==> config.mk <==
export PLATFORM = sky130hd
export DESIGN_NAME = alu_seq_flat
export DESIGN_NICKNAME = d
export VERILOG_FILES = /design/src/rtl/alu_seq_if.sv /design/src/rtl/alu_seq.sv /design/src/flat_wrapper.sv
export SDC_FILE = /design/constraint.sdc
export NUM_CORES = 1
export LEC_CHECK = 0
export ABC_AREA = 0
export CORE_MARGIN = 3
export CORE_UTILIZATION = 50
export DETAILED_ROUTE_END_ITERATION = 10
export PLACE_DENSITY = 0.8
export SYNTH_ARGS = -nofsm -noshare
export SYNTH_HDL_FRONTEND = slang
export SYNTH_SLANG_ARGS = --single-unit
==> constraint.sdc <==
create_clock -name clk -period 2.9 [get_ports clk]
set_input_delay 0.58 -clock clk [delete_from_list [all_inputs] [get_ports clk]]
set_output_delay 0.58 -clock clk [all_outputs]
set_load 0.02 [all_outputs]
==> src/rtl/alu_seq_if.sv <==
// Operation/result handshake bundle for alu_seq: operand side (in_*, a, b, op)
// and result side (out_*, result, flags, busy).
interface alu_seq_if #(
    parameter int W = 8
);
    logic         in_valid;
    logic         in_ready;
    logic [W-1:0] a;
    logic [W-1:0] b;
    logic [2:0]   op;
    logic         out_valid;
    logic         out_ready;
    logic [W-1:0] result;
    logic         carry;
    logic         zero;
    logic         ovf;
    logic         busy;

    modport master (
        output in_valid, a, b, op, out_ready,
        input  in_ready, out_valid, result, carry, zero, ovf, busy
    );

    modport slave (
        input  in_valid, a, b, op, out_ready,
        output in_ready, out_valid, result, carry, zero, ovf, busy
    );
endinterface

==> src/rtl/alu_seq.sv <==
// Registered W-bit ALU with valid/ready ports and flags. Define ALU_SEQ_MUL_EN
// to build the W-cycle shift-add multiplier; otherwise op 101 yields zero.
module alu_seq #(
    parameter int W = 8
) (
    input logic     clk,
    input logic     rst,
    alu_seq_if.slave bus
);

    localparam logic [2:0] OP_ADD = 3'b000;
    localparam logic [2:0] OP_SUB = 3'b001;
    localparam logic [2:0] OP_AND = 3'b010;
    localparam logic [2:0] OP_OR  = 3'b011;
    localparam logic [2:0] OP_XOR = 3'b100;
    localparam logic [2:0] OP_MUL = 3'b101;
    localparam logic [2:0] OP_SHL = 3'b110;
    localparam logic [2:0] OP_SHR = 3'b111;

`ifdef ALU_SEQ_MUL_EN
    typedef enum logic [1:0] {
        IDLE = 2'd0,
        MUL  = 2'd1,
        DONE = 2'd2
    } state_t;
`else
    typedef enum logic [1:0] {
        IDLE = 2'd0,
        DONE = 2'd2
    } state_t;
`endif

    typedef struct packed {
        logic [W-1:0] result;
        logic         carry;
        logic         ovf;
    } single_t;

    function automatic single_t alu_single(
        input logic [W-1:0] a,
        input logic [W-1:0] b,
        input logic [2:0]   op
    );
        single_t    s;
        logic [W:0] wide;
        s    = '0;
        wide = '0;
        case (op)
            OP_ADD: begin
                wide     = {1'b0, a} + {1'b0, b};
                s.result = wide[W-1:0];
                s.carry  = wide[W];
                s.ovf    = (a[W-1] == b[W-1]) && (wide[W-1] != a[W-1]);
            end
            OP_SUB: begin
                wide     = {1'b0, a} - {1'b0, b};
                s.result = wide[W-1:0];
                s.carry  = wide[W];
                s.ovf    = (a[W-1] != b[W-1]) && (wide[W-1] != a[W-1]);
            end
            OP_AND: s.result = a & b;
            OP_OR:  s.result = a | b;
            OP_XOR: s.result = a ^ b;
            // The multiplier path never uses this value; without it op 101 reads as zero.
            OP_MUL: s.result = '0;
            OP_SHL: s.result = ({1'b0, b} >= (W+1)'(W)) ? '0 : (a << b);
            OP_SHR: s.result = ({1'b0, b} >= (W+1)'(W)) ? '0 : (a >> b);
            default: s.result = '0;
        endcase
        return s;
    endfunction

    state_t       state_q, state_d;
    logic [W-1:0] result_q, result_d;
    logic         carry_q, carry_d;
    logic         zero_q, zero_d;
    logic         ovf_q, ovf_d;
    logic         load_single;
    single_t      single;

`ifdef ALU_SEQ_MUL_EN
    localparam int CW = $clog2(W);

    logic [2*W-1:0] acc_q, acc_d;
    logic [2*W-1:0] mcand_q, mcand_d;
    logic [W-1:0]   mplier_q, mplier_d;
    logic [CW-1:0]  cnt_q, cnt_d;
    logic [2*W-1:0] acc_step;
`endif

    always_ff @(posedge clk) begin
        if (rst) begin
            state_q  <= IDLE;
            result_q <= '0;
            carry_q  <= 1'b0;
            zero_q   <= 1'b0;
            ovf_q    <= 1'b0;
`ifdef ALU_SEQ_MUL_EN
            acc_q    <= '0;
            mcand_q  <= '0;
            mplier_q <= '0;
            cnt_q    <= '0;
`endif
        end else begin
            state_q  <= state_d;
            result_q <= result_d;
            carry_q  <= carry_d;
            zero_q   <= zero_d;
            ovf_q    <= ovf_d;
`ifdef ALU_SEQ_MUL_EN
            acc_q    <= acc_d;
            mcand_q  <= mcand_d;
            mplier_q <= mplier_d;
            cnt_q    <= cnt_d;
`endif
        end
    end

    always_comb begin
        state_d     = state_q;
        result_d    = result_q;
        carry_d     = carry_q;
        zero_d      = zero_q;
        ovf_d       = ovf_q;
        load_single = 1'b0;
        single      = alu_single(bus.a, bus.b, bus.op);
`ifdef ALU_SEQ_MUL_EN
        acc_d    = acc_q;
        mcand_d  = mcand_q;
        mplier_d = mplier_q;
        cnt_d    = cnt_q;
        acc_step = acc_q + (mplier_q[0] ? mcand_q : '0);
`endif

        case (state_q)
            IDLE: begin
                if (bus.in_valid) begin
`ifdef ALU_SEQ_MUL_EN
                    if (bus.op == OP_MUL) begin
                        acc_d    = '0;
                        mcand_d  = {{W{1'b0}}, bus.a};
                        mplier_d = bus.b;
                        cnt_d    = '0;
                        state_d  = MUL;
                    end else begin
                        load_single = 1'b1;
                    end
`else
                    load_single = 1'b1;
`endif
                end
            end
`ifdef ALU_SEQ_MUL_EN
            // Step n adds a<<n when multiplier bit n is set; the last step lands in DONE.
            MUL: begin
                acc_d    = acc_step;
                mcand_d  = mcand_q << 1;
                mplier_d = mplier_q >> 1;
                cnt_d    = cnt_q + 1'b1;
                if (cnt_q == CW'(W-1)) begin
                    state_d  = DONE;
                    result_d = acc_step[W-1:0];
                    carry_d  = |acc_step[2*W-1:W];
                    zero_d   = (acc_step[W-1:0] == '0);
                    ovf_d    = 1'b0;
                end
            end
`endif
            DONE: begin
                if (bus.out_ready) begin
                    state_d = IDLE;
                end
            end
            default: state_d = IDLE;
        endcase

        if (load_single) begin
            state_d  = DONE;
            result_d = single.result;
            carry_d  = single.carry;
            zero_d   = (single.result == '0);
            ovf_d    = single.ovf;
        end
    end

    assign bus.in_ready  = (state_q == IDLE);
    assign bus.out_valid = (state_q == DONE);
    assign bus.result    = result_q;
    assign bus.carry     = carry_q;
    assign bus.zero      = zero_q;
    assign bus.ovf       = ovf_q;
`ifdef ALU_SEQ_MUL_EN
    assign bus.busy      = (state_q == MUL);
`else
    assign bus.busy      = 1'b0;
`endif

endmodule

==> src/flat_wrapper.sv <==
// flat-port wrapper written by rule: the top's interface ports become plain ports
module alu_seq_flat 
#(
    parameter int W = 8
)
  (clk, rst, bus_in_valid, bus_a, bus_b, bus_op, bus_out_ready, bus_in_ready, bus_out_valid, bus_result, bus_carry, bus_zero, bus_ovf, bus_busy);
  alu_seq_if #(.W(W)) bus_i ();
  input logic clk;
  input logic rst;
  input wire logic [$bits(bus_i.in_valid)-1:0] bus_in_valid;
  input wire logic [$bits(bus_i.a)-1:0] bus_a;
  input wire logic [$bits(bus_i.b)-1:0] bus_b;
  input wire logic [$bits(bus_i.op)-1:0] bus_op;
  input wire logic [$bits(bus_i.out_ready)-1:0] bus_out_ready;
  output wire logic [$bits(bus_i.in_ready)-1:0] bus_in_ready;
  output wire logic [$bits(bus_i.out_valid)-1:0] bus_out_valid;
  output wire logic [$bits(bus_i.result)-1:0] bus_result;
  output wire logic [$bits(bus_i.carry)-1:0] bus_carry;
  output wire logic [$bits(bus_i.zero)-1:0] bus_zero;
  output wire logic [$bits(bus_i.ovf)-1:0] bus_ovf;
  output wire logic [$bits(bus_i.busy)-1:0] bus_busy;
  assign bus_i.in_valid = bus_in_valid;
  assign bus_i.a = bus_a;
  assign bus_i.b = bus_b;
  assign bus_i.op = bus_op;
  assign bus_i.out_ready = bus_out_ready;
  assign bus_in_ready = bus_i.in_ready;
  assign bus_out_valid = bus_i.out_valid;
  assign bus_result = bus_i.result;
  assign bus_carry = bus_i.carry;
  assign bus_zero = bus_i.zero;
  assign bus_ovf = bus_i.ovf;
  assign bus_busy = bus_i.busy;
  alu_seq #(.W(W)) u_core (.clk(clk), .rst(rst), .bus(bus_i));
endmodule
==> results.json, run 1 <==
{
  "failed_checks": "setup timing",
  "ys_seq_area_frac": 0.105,
  "drive_gt1_frac": 0.384,
  "drt.antenna.violating_nets": 0,
  "slew_headroom": 0.619,
  "area_growth_pct": 60.2,
  "fin_util": 0.869,
  "coreArea_um2": 4200,
  "synth_cell_types": 62,
  "post-route-cell-area_um2": 3650,
  "route.detailed.drc": 0,
  "synth-edff-count": 0,
  "synthCells": 303,
  "hold_path.class": "reg -> reg",
  "synthFlopType": "dfxtp_1",
  "yosysWarnings": 0,
  "tns_ps": -95.8,
  "crit_type": "in -> reg",
  "synth_top_family_by_area": "simple AND/OR/NAND/NOR gates",
  "critPathCaptureType": "flop",
  "whs_path_depth": 2,
  "wl_per_cell_um": 19.7,
  "hold_ws_ps": 455,
  "fin_ws_ps": -95.8,
  "synth_mux_area_frac": 0.121,
  "p_clk_frac": 0.185,
  "rr_worst_depth": 6,
  "fill_cells": 234,
  "dpl-instance-area_um2": 3300,
  "fmax_ghz": 0.334,
  "timing.reg2reg.setup_slack_ps": 1080,
  "clk_pin_slew_ps": 50,
  "grt_max_degree": 18,
  "power_density_nw_per_um2": 268,
  "insertion_delay_ps": 240,
  "die_h_um": 73.5,
  "syn-num-nets": 352,
  "worst_slew_pin_slew_ps": 571,
  "min_from": "u_core.bus.result[5]",
  "internal_power_mw": 0.599,
  "fin_crit_sh": 1.03,
  "grt_pass1_vias": 2860,
  "cts_root_buffer": "clkbuf_8",
  "crit_family": "compound AO/OA/AOI/OAI gates",
  "worst_ep_required_time_ps": 3040,
  "cap_viol_max_count": 0,
  "syn_area_per_cell_um2": 7.52,
  "die_area_um2": 5410,
  "hold_viol_final": 0,
  "routed_wl_mm": 9.29,
  "async_flop_share": 0,
  "pwr-share-comb": 0.628,
  "swShare": 0.388,
  "finClkSkew_ps": 0.563,
  "p_seq_frac": 0.186,
  "clock_sinks": 12,
  "path_buf_inv": 2,
  "rsz0062_at_grt": "yes",
  "num_io_pins": 37,
  "antenna_found_initial": 0,
  "cpMaxStageDelayCell": "or4b_4",
  "htree_levels": 1,
  "cts_buffers": 3,
  "start_util": 0.543,
  "reg2reg_from": "u_core.state_q[1]",
  "row_count": 23,
  "ys_seq_elements": 12,
  "yosys.area_share.xor_xnor": 0.0154,
  "synth_area_um2": 2280,
  "finalPower_mw": 0.980,
  "vdd_drop_max_mv": 0.150,
  "cp.arrival_ps": 3140,
  "outcome": "finished, violations left",
  "reg2reg_to": "u_core.bus.zero",
  "hold_end": "u_core.bus.result[5]",
  "path_max_fanout": 3,
  "p_sw_mw": 0.380,
  "layout.nets": 472,
  "cts_tree": "built",
  "synth-adder-area-share": 0.149,
  "crit_path_cell_trace": "clkdlybuf4s15_1 > buf_4 > fa_2 > xor2_1 > o221ai_1 > o21ai_1 > o2111a_1 > a311oi_2 > or4b_4 > o41ai_2",
  "grt_first_pass_wirelength_mm": 13.3,
  "crit_path_start_kind": "input port",
  "clockBufferDepth": 2,
  "drtIter0Drc": 370,
  "leakagePower_nw": 1.63,
  "setup_viol": 1,
  "dpl.hpwl_mm": 6.21,
  "num_antenna_cells": 0,
  "synth-compound-area-share": 0.257,
  "viasPerCell": 6.60,
  "max_stage_delay_ps": 550,
  "grt_use_total": 0.309,
  "io_buffers": 35,
  "maxSlewViolCount": 0,
  "die_w_um": 73.5,
  "fin_crit_ps": 3000,
  "routabilityCongestion": 0.981,
  "synth_simple_gate_area_share": 0.260,
  "overflow": 0,
  "startpoint": "bus_a[1]",
  "dr.pass1.iters": 5,
  "vias": 3113,
  "ctsHoldBuffers": 0
}
[power groups by stage]
stage,combinational (mW),clock (mW),sequential (mW)
2_1_floorplan,0.260,0,0.199
3_3_place_gp,0.501,0,0.185
3_5_place_dp,0.515,0,0.186
4_1_cts,0.549,0.183,0.183
5_1_grt,0.653,0.190,0.184
6_report,0.616,0.181,0.183
[cell families (layout without fill, tap and decap cells)]
kind of cell             after synthesis  after routing
AO/OA/AOI/OAI                         81             81
XOR/XNOR                               4              4
adder cells (fa/ha/maj)               26             26
buffers and inverters                 49            168
flip-flops                            12             12
multiplexers                          18             18
other                                  1              1
AND/OR/NAND/NOR                      112            112
[cells in the mapped netlist, drive strengths merged, types with 4 or more instances]
cell | number | share of area
nand3b | 4 | 0.013
mux2i | 8 | 0.035
clkbuf | 9 | 0.015
a21oi | 17 | 0.037
o31ai | 4 | 0.013
nand3 | 13 | 0.029
mux4 | 7 | 0.071
nand2 | 24 | 0.040
nor2 | 26 | 0.043
nor3 | 7 | 0.015
nand2b | 6 | 0.016
buf | 8 | 0.022
nor2b | 11 | 0.030
a211oi | 9 | 0.030
o211ai | 4 | 0.013
o21ai | 11 | 0.024
a311oi | 5 | 0.019
or3 | 5 | 0.014
o22ai | 5 | 0.014
ha | 24 | 0.13
inv | 31 | 0.051
dfxtp | 12 | 0.11
[worst reg2reg max path, cell delays in order, from the launching register on]
cell and delay (ps):
dfxtp_1 340, inv_1 100, nand2_1 100, a211oi_1 260, nand4b_1 130, or4b_4 500, o41ai_2 300
[area by class of cell]
type	count	area, um2	area share
timing repair buffer	132	1110	0.304
multi-input combinational	242	2060	0.565
tap	50	62.6	0.0171
sequential	12	240	0.0658
inverter	32	123	0.0336
clock buffer	4	55.1	0.0151
[sequential cells by signal, summed over array words and instances, names as in the netlist]
signal	cells
u_core.bus.ovf	1
u_core.bus.result	8
u_core.state_q	1
u_core.bus.carry	1
u_core.bus.zero	1
[worst max path at each step]
| stage | endpoint | slack [ps] | cells past startpoint |
|---|---|---|---|
| final | u_core.bus.zero | -100 | 10 |
| after global routing | u_core.bus.zero | -180 | 10 |
| after CTS | u_core.bus.zero | 6 | 9 |
| after detailed placement | u_core.bus.zero | -580 | 10 |
| after global placement | u_core.bus.zero | -460 | 10 |
| after floorplan | u_core.bus.zero | 40 | 11 |
[placed cells by master (no fill, tap or decap), drive strengths merged, types with 4 or more instances in the layout]
master         netlist  final
dfxtp               12     12
ha                  24     24
mux4                 7      7
clkdlybuf4s50        0     24
o211ai               4      4
o21ai               11     11
nand2               24     24
nand3b               4      4
or3                  5      5
o22ai                5      5
mux2i                8      8
a211oi               9      9
a311oi               5      5
nand3               13     13
nor2b               11     11
nand2b               6      6
dlymetal6s2s         0      6
inv                 31     31
a21oi               17     17
clkbuf               9      6
nor3                 7      7
buf                  8     97
nor2                26     26
o31ai                4      4
[per-layer routing]
layer	track usage	wire, um	up-vias
li1	-	-	1353
met1	0.392	3280	1415
met2	0.539	4340	259
met3	0.0356	927	86
met4	0.101	741	0
met5	0	0	-
[repair_timing]
action / in CTS / in global routing
pin swaps: 9 / 19
gates resized for setup: 33 / 43
endpoints found under the setup margin: 5 / 5
endpoints found under the hold margin: 0 / 0
setup buffers: 2 / 5
[metrics by stage]
stage | setup WS (ps) | instances
5_1_grt | -181 | 472
4_1_cts | 5.59 | 467
2_1_floorplan | 43.6 | 303
3_3_place_gp | -455 | 461
3_5_place_dp | -581 | 461
6_report | -95.8 | 472
(Power assumes the default switching activity.)
==> run 2, diff against run 1 <==
--- a/config.mk
+++ b/config.mk
@@ -8,6 +8,7 @@
 export ABC_AREA = 0
 export CORE_MARGIN = 3
 export CORE_UTILIZATION = 50
+export CTS_CLUSTER_SIZE = 28
 export DETAILED_ROUTE_END_ITERATION = 10
 export PLACE_DENSITY = 0.8
 export SYNTH_ARGS = -nofsm -noshare
==> results of run 2 <==
Same layout as run 1: the final DEF is identical, and so are final timing and power.
